[src/rtl/fetch_pkg.sv]
`default_nettype none
// ============================================================================
// Module      : fetch_pkg
// Description : Shared types and constants for the instruction fetch stage:
//               FSM state encoding, PC step, NOP filler and default widths.
// Revision    : 1.0 - initial release
// ============================================================================
package fetch_pkg;

    // Fetch control FSM states (explicit 2-bit encoding)
    typedef enum logic [1:0] {
        ST_IDLE = 2'd0,
        ST_RUN  = 2'd1,
        ST_HALT = 2'd2
    } fetch_state_e;

    // Default PC / instruction-memory byte-address width
    localparam int ADDR_W_DEFAULT = 8;

    // Default instruction width
    localparam int DATA_W_DEFAULT = 32;

    // Default fetch counter width
    localparam int CNT_W_DEFAULT = 16;

    // Byte distance between consecutive instruction words
    localparam int PC_STEP = 4;

    // Bubble value presented to decode when the IF/ID register is empty
    // (addi x0, x0, 0)
    localparam logic [31:0] NOP_INSTR = 32'h0000_0013;

endpackage : fetch_pkg
`default_nettype wire

[src/rtl/fetch_pc_gen.sv]
`default_nettype none
// ============================================================================
// Module      : fetch_pc_gen
// Description : Program counter for the fetch stage. Holds the PC, selects
//               between hold / +PC_STEP / word-aligned redirect target, and
//               flags when the next sequential step wraps the address space.
// Revision    : 1.0 - initial release
// ============================================================================
module fetch_pc_gen
    import fetch_pkg::*;
#(
    parameter int                ADDR_W   = fetch_pkg::ADDR_W_DEFAULT,
    parameter logic [ADDR_W-1:0] RESET_PC = '0
) (
    input  logic              clk,
    input  logic              rst_n,
    input  logic              advance_i,         // a fetch consumed the current pc
    input  logic              redirect_valid_i,  // load redirect target (wins over advance)
    input  logic [ADDR_W-1:0] redirect_pc_i,
    output logic [ADDR_W-1:0] pc_o,
    output logic              wrap_o             // pc + PC_STEP overflows ADDR_W
);

    logic [ADDR_W-1:0] pc_q;
    logic [ADDR_W-1:0] pc_d;
    logic [ADDR_W-1:0] pc_inc;
    logic              pc_carry;
    logic [ADDR_W-1:0] redirect_aligned;
    logic [1:0]        redirect_lsbs_unused;

    // Sequential increment with carry-out; the carry marks a wrap to zero.
    assign {pc_carry, pc_inc} = {1'b0, pc_q} + (ADDR_W + 1)'(PC_STEP);

    // Redirect targets are forced to a word boundary; the low bits are dropped.
    assign redirect_aligned     = {redirect_pc_i[ADDR_W-1:2], 2'b00};
    assign redirect_lsbs_unused = redirect_pc_i[1:0];

    // Next-PC select: redirect has priority, then sequential advance, else hold.
    always_comb begin
        pc_d = pc_q;
        if (redirect_valid_i) begin
            pc_d = redirect_aligned;
        end else if (advance_i) begin
            pc_d = pc_inc;
        end
    end

    // PC register with synchronous active-low reset.
    always_ff @(posedge clk) begin
        if (!rst_n) begin
            pc_q <= RESET_PC;
        end else begin
            pc_q <= pc_d;
        end
    end

    assign pc_o   = pc_q;
    assign wrap_o = pc_carry;

endmodule : fetch_pc_gen
`default_nettype wire

[src/rtl/instr_fetch_unit.sv]
`default_nettype none
// ============================================================================
// Module      : instr_fetch_unit
// Description : Fetch stage in front of a combinational-read instruction
//               memory. Owns the start/run/halt FSM, the IF/ID pipeline
//               register with valid/ready handshake toward decode, branch
//               redirect with flush, wrap pulse and a saturating fetch count.
// Revision    : 1.0 - initial release
// ============================================================================
module instr_fetch_unit
    import fetch_pkg::*;
#(
    parameter int                ADDR_W    = fetch_pkg::ADDR_W_DEFAULT,
    parameter int                DATA_W    = fetch_pkg::DATA_W_DEFAULT,
    parameter logic [ADDR_W-1:0] RESET_PC  = '0,
    parameter logic [DATA_W-1:0] NOP_INSTR = DATA_W'(fetch_pkg::NOP_INSTR),
    parameter int                CNT_W     = fetch_pkg::CNT_W_DEFAULT
) (
    input  logic              clk,
    input  logic              rst_n,
    // run control
    input  logic              start_i,
    input  logic              halt_i,
    // branch / jump redirect
    input  logic              redirect_valid_i,
    input  logic [ADDR_W-1:0] redirect_pc_i,
    // instruction memory
    output logic [ADDR_W-1:0] imem_addr_o,
    input  logic [DATA_W-1:0] imem_instr_i,
    // IF/ID register toward decode
    output logic              id_valid_o,
    input  logic              id_ready_i,
    output logic [DATA_W-1:0] id_instr_o,
    output logic [ADDR_W-1:0] id_pc_o,
    // status
    output logic              busy_o,
    output logic              wrap_o,
    output logic [CNT_W-1:0]  fetch_count_o
);

    // ------------------------------------------------------------------------
    // State
    // ------------------------------------------------------------------------
    fetch_state_e      state_q;
    logic              busy_q;

    logic              id_valid_q;
    logic              id_valid_d;
    logic [DATA_W-1:0] id_instr_q;
    logic [DATA_W-1:0] id_instr_d;
    logic [ADDR_W-1:0] id_pc_q;
    logic [ADDR_W-1:0] id_pc_d;

    logic              wrap_q;
    logic [CNT_W-1:0]  cnt_q;
    logic [CNT_W-1:0]  cnt_d;

    logic [ADDR_W-1:0] pc;
    logic              pc_wraps;
    logic              slot_free;
    logic              fire;
    logic              start_req;

    // ------------------------------------------------------------------------
    // Fetch qualification
    // ------------------------------------------------------------------------
    // The IF/ID slot can take a new word if it is empty or being drained now.
    assign slot_free = !id_valid_q || id_ready_i;

    // A fetch happens only while running, with no halt or redirect this cycle.
    assign fire = (state_q == ST_RUN) && !halt_i && !redirect_valid_i && slot_free;

    // halt_i overrides start_i whenever both are asserted.
    assign start_req = start_i && !halt_i;

    // ------------------------------------------------------------------------
    // PC generator
    // ------------------------------------------------------------------------
    fetch_pc_gen #(
        .ADDR_W   (ADDR_W),
        .RESET_PC (RESET_PC)
    ) u_pc_gen (
        .clk              (clk),
        .rst_n            (rst_n),
        .advance_i        (fire),
        .redirect_valid_i (redirect_valid_i),
        .redirect_pc_i    (redirect_pc_i),
        .pc_o             (pc),
        .wrap_o           (pc_wraps)
    );

    // The memory read is side-effect free, so the address simply tracks pc,
    // including while stalled.
    assign imem_addr_o = pc;

    // ------------------------------------------------------------------------
    // Run-control FSM with registered busy output
    // ------------------------------------------------------------------------
    // Moves IDLE/HALT -> RUN on start, RUN -> HALT on halt; busy mirrors RUN.
    always_ff @(posedge clk) begin
        if (!rst_n) begin
            state_q <= ST_IDLE;
            busy_q  <= 1'b0;
        end else begin
            case (state_q)
                ST_IDLE: begin
                    if (start_req) begin
                        state_q <= ST_RUN;
                        busy_q  <= 1'b1;
                    end
                end
                ST_RUN: begin
                    if (halt_i) begin
                        state_q <= ST_HALT;
                        busy_q  <= 1'b0;
                    end
                end
                ST_HALT: begin
                    if (start_req) begin
                        state_q <= ST_RUN;
                        busy_q  <= 1'b1;
                    end
                end
                default: begin
                    state_q <= ST_IDLE;
                    busy_q  <= 1'b0;
                end
            endcase
        end
    end

    // ------------------------------------------------------------------------
    // IF/ID register next state
    // ------------------------------------------------------------------------
    // Priority: redirect flush, then new fetch, then drain to bubble; otherwise
    // hold (covers backpressure, where nothing may change).
    always_comb begin
        id_valid_d = id_valid_q;
        id_instr_d = id_instr_q;
        id_pc_d    = id_pc_q;
        if (redirect_valid_i) begin
            id_valid_d = 1'b0;
            id_instr_d = NOP_INSTR;
        end else if (fire) begin
            id_valid_d = 1'b1;
            id_instr_d = imem_instr_i;
            id_pc_d    = pc;
        end else if (id_valid_q && id_ready_i) begin
            id_valid_d = 1'b0;
            id_instr_d = NOP_INSTR;
        end
    end

    // Saturating fetch counter: stops at all-ones instead of rolling over.
    always_comb begin
        cnt_d = cnt_q;
        if (fire && !(&cnt_q)) begin
            cnt_d = cnt_q + CNT_W'(1);
        end
    end

    // IF/ID register, wrap pulse and fetch counter.
    always_ff @(posedge clk) begin
        if (!rst_n) begin
            id_valid_q <= 1'b0;
            id_instr_q <= NOP_INSTR;
            id_pc_q    <= '0;
            wrap_q     <= 1'b0;
            cnt_q      <= '0;
        end else begin
            id_valid_q <= id_valid_d;
            id_instr_q <= id_instr_d;
            id_pc_q    <= id_pc_d;
            wrap_q     <= fire && pc_wraps;
            cnt_q      <= cnt_d;
        end
    end

    // ------------------------------------------------------------------------
    // Outputs
    // ------------------------------------------------------------------------
    assign id_valid_o    = id_valid_q;
    assign id_instr_o    = id_instr_q;
    assign id_pc_o       = id_pc_q;
    assign busy_o        = busy_q;
    assign wrap_o        = wrap_q;
    assign fetch_count_o = cnt_q;

endmodule : instr_fetch_unit
`default_nettype wire

[config.mk]
export PLATFORM = sky130hd
export DESIGN_NAME = instr_fetch_unit
export DESIGN_NICKNAME = d
export VERILOG_FILES = /design/src/rtl/fetch_pkg.sv /design/src/rtl/fetch_pc_gen.sv /design/src/rtl/instr_fetch_unit.sv
export SDC_FILE = /design/constraint.sdc
export NUM_CORES = 1
export LEC_CHECK = 0
export BUFFER_PORTS_ARGS = -buffer_cell sky130_fd_sc_hd__buf_4
export CAP_MARGIN = 20
export CORE_MARGIN = 2
export CORE_UTILIZATION = 30
export CTS_CLUSTER_DIAMETER = 120
export DETAILED_ROUTE_END_ITERATION = 10
export RECOVER_POWER = 100
export SLEW_MARGIN = 20
export SYNTH_ARGS = -nofsm -noshare
export SYNTH_HDL_FRONTEND = slang
export SYNTH_SLANG_ARGS = --single-unit
[constraint.sdc]
create_clock -name clk -period 4.5 [get_ports clk]
set_clock_uncertainty 0.05 [all_clocks]
set_input_delay 0.9 -clock clk [delete_from_list [all_inputs] [get_ports clk]]
set_output_delay 0.9 -clock clk [all_outputs]
set_load 0.005 [all_outputs]
---- Word-level counts from Yosys, hierarchy flattened ----
Index checks and enable logic that the tools add are counted.
cells by class
  add/sub/neg operators ................... 2
  equal/unequal tests ..................... 4
  reductions and logical operators ........ 20
  bitwise gates (word level) .............. 2
  mux-type cells .......................... 12
operators by type and width
  cell                                                                     count
  32-bit 2-to-1 mux                                                        2
  16-bit by 1-bit adder with 16-bit output, second input constant          1
  8-bit 2-to-1 mux                                                         2
  16-bit AND reduction                                                     1
  8-bit by 3-bit adder with 9-bit output, second input constant            1
  1-bit logical AND                                                        7
  1-bit zero test                                                          4
  1-bit 2-to-1 mux                                                         4
  2-bit 2-to-1 mux                                                         2
  2-bit one-hot mux with 2 select lines                                    1
  2-bit AND reduction                                                      2
  2-bit nonzero test                                                       2
  2-bit OR reduction                                                       2
  2-bit by 1-bit == test with 1-bit output, second input constant          1
  2-bit == test, second input constant                                     1
  2-bit zero test                                                          1
  2-bit by 1-bit inequality test with 1-bit output, second input constant  1
  2-bit inequality test, second input constant                             1
  1-bit NOT                                                                2
  1-bit one-hot mux with 2 select lines                                    1
  1-bit logical OR                                                         1
word-level totals
  bits in registers ....................... 69
  bits of input ports ..................... 46
  word-level logic and storage cells ...... 49

---- Logic depth before layout (Yosys ltp) ----
  depth in word-level cells ............... 6
  mapped depth ............................ 9
  gate-level depth less buffers ........... 6

---- Modules after synthesis ----
Synthesis repeated with hierarchy kept, for this count alone.
second synthesis, totals
  cells, all modules ...................... 313
  area, all modules ....................... 2753.9 um^2
modules (own cells, without submodules)
  module            area an instance (um^2)  cells each  times used
  instr_fetch_unit  2418.6                   273         1
  fetch_pc_gen      335.3                    40          1

---- Least setup slack after synthesis ----
Ideal clock, no wire load.
  path kind ............................... input to register
  start ................................... input port halt_i
  end ..................................... register cnt_q[13], in the netlist fetch_count_o[13]
  stages on the path ...................... 6
  slack ................................... 2.071 ns
  required time ........................... 4.380 ns
  data arrival time ....................... 2.309 ns
  library setup time ...................... 0.070 ns
  path through ............................ nor3b_4 > nand3_2 > or3_1 > buf_2 > or4_1 > a21boi_1
on the way
  longest elaborated chain between the ends .. 5
RTL lines
  element                          line                     RTL
  start: declaration               instr_fetch_unit.sv:23   input logic halt_i,
  1-bit zero test                  instr_fetch_unit.sv:71   assign fire = (state_q == ST_RUN) && !halt_i && !redirect_valid_i && slot_free;
  1-bit logical AND (3 in series)  instr_fetch_unit.sv:71
  1-bit logical AND                instr_fetch_unit.sv:157  if (fire && !(&cnt_q)) begin
  end signal: assignment           instr_fetch_unit.sv:175  cnt_q <= cnt_d;
  end: declaration                 instr_fetch_unit.sv:55   logic [CNT_W-1:0] cnt_q;
No other way between the ends.
A chain may end at the register's enable or synchronous reset.

---- Worst setup path in the final report ----
  start ................................... input port halt_i
  end ..................................... register cnt_q[11], in the netlist fetch_count_o[11]
The elaborated chain is that of the path after synthesis.

==> impl_metrics.py <==
metrics = {
    "power": {
        "p_leak_nw": 1.49,
        "p_switching_mw": 0.279,
        "pwr-share-comb": 0.065,
        "swShare": 0.237,
        "clock_power_share": 0.433,
        "power_density_nw_per_um2": 322,
        "p_int_mw": 0.895,
        "ir_drop_v": 0.000139,
        "seq_power_share": 0.502,
    },
    "synth": {
        "synth_edf_count": 0,
        "yosys.area.top_type": "dfxtp_1",
        "synth_area_leaders": "dfxtp_1 (49%), a22oi_1 (8.5%), nor2_1 (4.8%)",
        "synth_compound_area_frac": 0.166,
        "synth_top_family_by_area": "simple AND/OR/NAND/NOR gates",
        "synth_commonest_cells": "dfxtp_1 (65), nor2_1 (34), a22oi_1 (30), nand2_1 (27), clkbuf_1 (15)",
        "synthesis.area_sq_um": 2640,
        "synth_top_area_frac": 0.493,
        "synthXorXnorAreaFrac": 0.0498,
        "synthFlopType": "dfxtp_1",
        "yosysMostFrequentCell": "dfxtp_1",
        "muxShareOfSynthArea": 0.00759,
        "async_flop_share": 0,
        "synth-simple-area-share": 0.229,
        "ys_ff_latch": 65,
        "synth_fa_ha_area_frac": 0.00948,
        "syn_avg_cell_area_sq_um": 8.98,
        "synth.distinct_cells": 38,
        "ys_seq_area_frac": 0.493,
        "ys_warn_count": 0,
        "synthCells": 294,
    },
    "setup_path": {
        "path_class": "in2reg",
        "crit_fanout": 21,
        "path_delay_family": "simple AND/OR/NAND/NOR gates",
        "setup.worst_path.end": "fetch_count_o[11]$_SDFFE_PN0P_",
        "arrival_ps": 3610,
        "worst-path-buf-inv": 1,
        "path_depth": 6,
        "critPathLaunchType": "input pin",
        "cpPeakStageDelay_ps": 690,
        "cp.required_ps": 4710,
        "r2r_end": "fetch_count_o[11]$_SDFFE_PN0P_",
        "cpMaxStageDelayCell": "nand3_1",
        "r2r_setup_slack_ps": 1400,
        "r2r-start": "state_q[0]$_SDFFE_PN0P_",
        "worstPathCellList": "clkbuf_1 -> nor3b_1 -> nand3_1 -> or3_1 -> or4_1 -> a21boi_0",
        "r2r_cells": 5,
        "critPathLaunch": "halt_i",
        "cp-end-kind": "flop",
    },
    "place": {
        "portBuffers": 106,
        "post-place-ws_ps": 1380,
        "gp_congestion": 0.742,
        "dp_hpwl_mm": 4.88,
    },
    "timing": {
        "finalCritPeriodShare": 0.756,
        "slew_viol_final": 0,
        "relSlewSlack": 0.119,
        "timing.final.ws_setup_ps": 1100,
        "fmax_mhz": 294,
        "setup_viol": 0,
        "hold_viol": 0,
        "tightest_slew_ps": 1320,
        "rsz0062_at_grt": "no",
        "min_period_ps": 3400,
        "setup_tns_ps": 0,
    },
    "cells_and_area": {
        "drive_gt1_frac": 0.288,
        "final_net_count": 443,
        "multi_input_area_sq_um": 1220,
        "area_growth_pct": 38.2,
        "diodes": 0,
        "seq_area_sq_um": 1300,
        "fillers": 918,
    },
    "global_route": {
        "gr-total-overflow": 0,
        "first_global_vias": 2298,
        "grt_usage": 0.143,
        "grt_max_degree": 37,
        "grt_pass1_wl_mm": 11.0,
        "antenna_found_initial": 0,
    },
    "clock_tree": {
        "clk_latency_ps": 340,
        "clock_path_buffers": 2,
        "cts_hold_buf": 0,
        "cts_buffers": 9,
        "clkSlewWorstSetupHoldPaths_ps": 70,
        "post_cts_buffers": 0,
        "cts-resized-gates": 0,
        "htreeDepth": 3,
        "clkSinkCount": 65,
        "cts-root-buf": "clkbuf_8",
        "cts_tree": "yes",
    },
    "floorplanning": {
        "design.die.area_sq_um": 9560,
        "die_h_um": 97.8,
        "core_area_sq_um": 8640,
        "die-width_um": 97.8,
        "start_util": 0.306,
        "rows": 34,
        "io_pins": 113,
    },
    "route": {
        "dr.pass1.iters": 4,
        "drt-total-wl_mm": 6.87,
        "wire_per_inst_um": 13.5,
        "drc": 0,
        "vias_per_cell": 4.81,
        "ant_nets": 0,
        "first_iter_violations": 68,
        "num_vias": 2445,
    },
    "status": {
        "status": "completed",
    },
    "min_path": {
        "min_path_type": "reg2reg",
        "holdPathStages": 2,
    },
    "job": {
        "drv_cap": 0,
    },
}
how the worst min path moves through the flow:
stage	end	slack (ps)	start
floorplan	id_pc_o[2]$_SDFFE_PN0P_	410	id_pc_o[2]$_SDFFE_PN0P_
CTS	id_pc_o[7]$_SDFFE_PN0P_	420	id_pc_o[7]$_SDFFE_PN0P_
finish	id_pc_o[7]$_SDFFE_PN0P_	420	id_pc_o[7]$_SDFFE_PN0P_
global route	id_instr_o[4]$_SDFFE_PP1P_	460	id_instr_o[4]$_SDFFE_PP1P_
global placement	id_pc_o[6]$_SDFFE_PN0P_	410	id_pc_o[6]$_SDFFE_PN0P_
detailed placement	id_pc_o[7]$_SDFFE_PN0P_	410	id_pc_o[7]$_SDFFE_PN0P_
placed cells by master, fill, tap and decap left out, types with 5 or more instances in the layout:
master    instances
nand3_1          14
a22oi_1          30
o21ai_0           9
clkbuf_8         10
a21oi_1           7
nor2_1           34
and3_1            5
nand2_1          27
clkbuf_4         55
buf_4            42
and2_0            9
clkbuf_1         11
dfxtp_1          65
xor2_1           13
a21boi_0         10
sequential cells by signal, summed over array words and instances, names as in the netlist:
register	count
id_instr_o	32
fetch_count_o	16
id_pc_o	6
u_pc_gen.pc_o	6
state_q	2
busy_o	1
id_valid_o	1
wrap_o	1
layout make-up:
class / instances / area share
clock buffers: 10 / 0.0377
clock inverters: 6 / 0.0185
inverters: 4 / 0.00412
multi-input cells: 206 / 0.334
flip-flops and latches: 65 / 0.357
well taps: 108 / 0.0371
repair buffers: 109 / 0.212
kinds of logic after synthesis:
family                   count (synthesis)
buffers and inverters                   26
XOR/XNOR                                15
multiplexers                             2
AND/OR/NAND/NOR                        119
adder cells (fa/ha/maj)                  2
AO/OA/AOI/OAI                           64
other                                    1
flip-flops                              65
per-layer routing:
layer / global-route usage / wire (um)
met5: 0 / 0
met4: 0.0609 / 44
met3: 0.0594 / 585
met2: 0.233 / 3190
met1: 0.165 / 3050
power groups by stage:
stage | logic [mW] | registers, mW | clock network, mW
floorplan | 0.0346 | 0.602 | 0
detailed placement | 0.0798 | 0.603 | 0
finish | 0.0761 | 0.589 | 0.508
CTS | 0.0799 | 0.590 | 0.527
global placement | 0.0784 | 0.603 | 0
global route | 0.0840 | 0.590 | 0.552
through the flow:
step	instance area (sq um)	power, mW	cells	utilization	hold WS, ps
2_1_floorplan	2650	0.637	297	-	410
3_3_place_gp	3500	0.681	491	0.405	406
3_5_place_dp	3500	0.683	491	0.405	412
4_1_cts	3700	1.20	507	0.429	424
5_1_grt	3650	1.23	508	0.422	458
6_report	3650	1.17	508	0.422	421
worst min-delay path: stages, from the launching register on:
cell and delay [ps]:
dfxtp_1 310, nand2_1 50, a21boi_0 60
No activity file was read; power rests on OpenSTA's default activity.
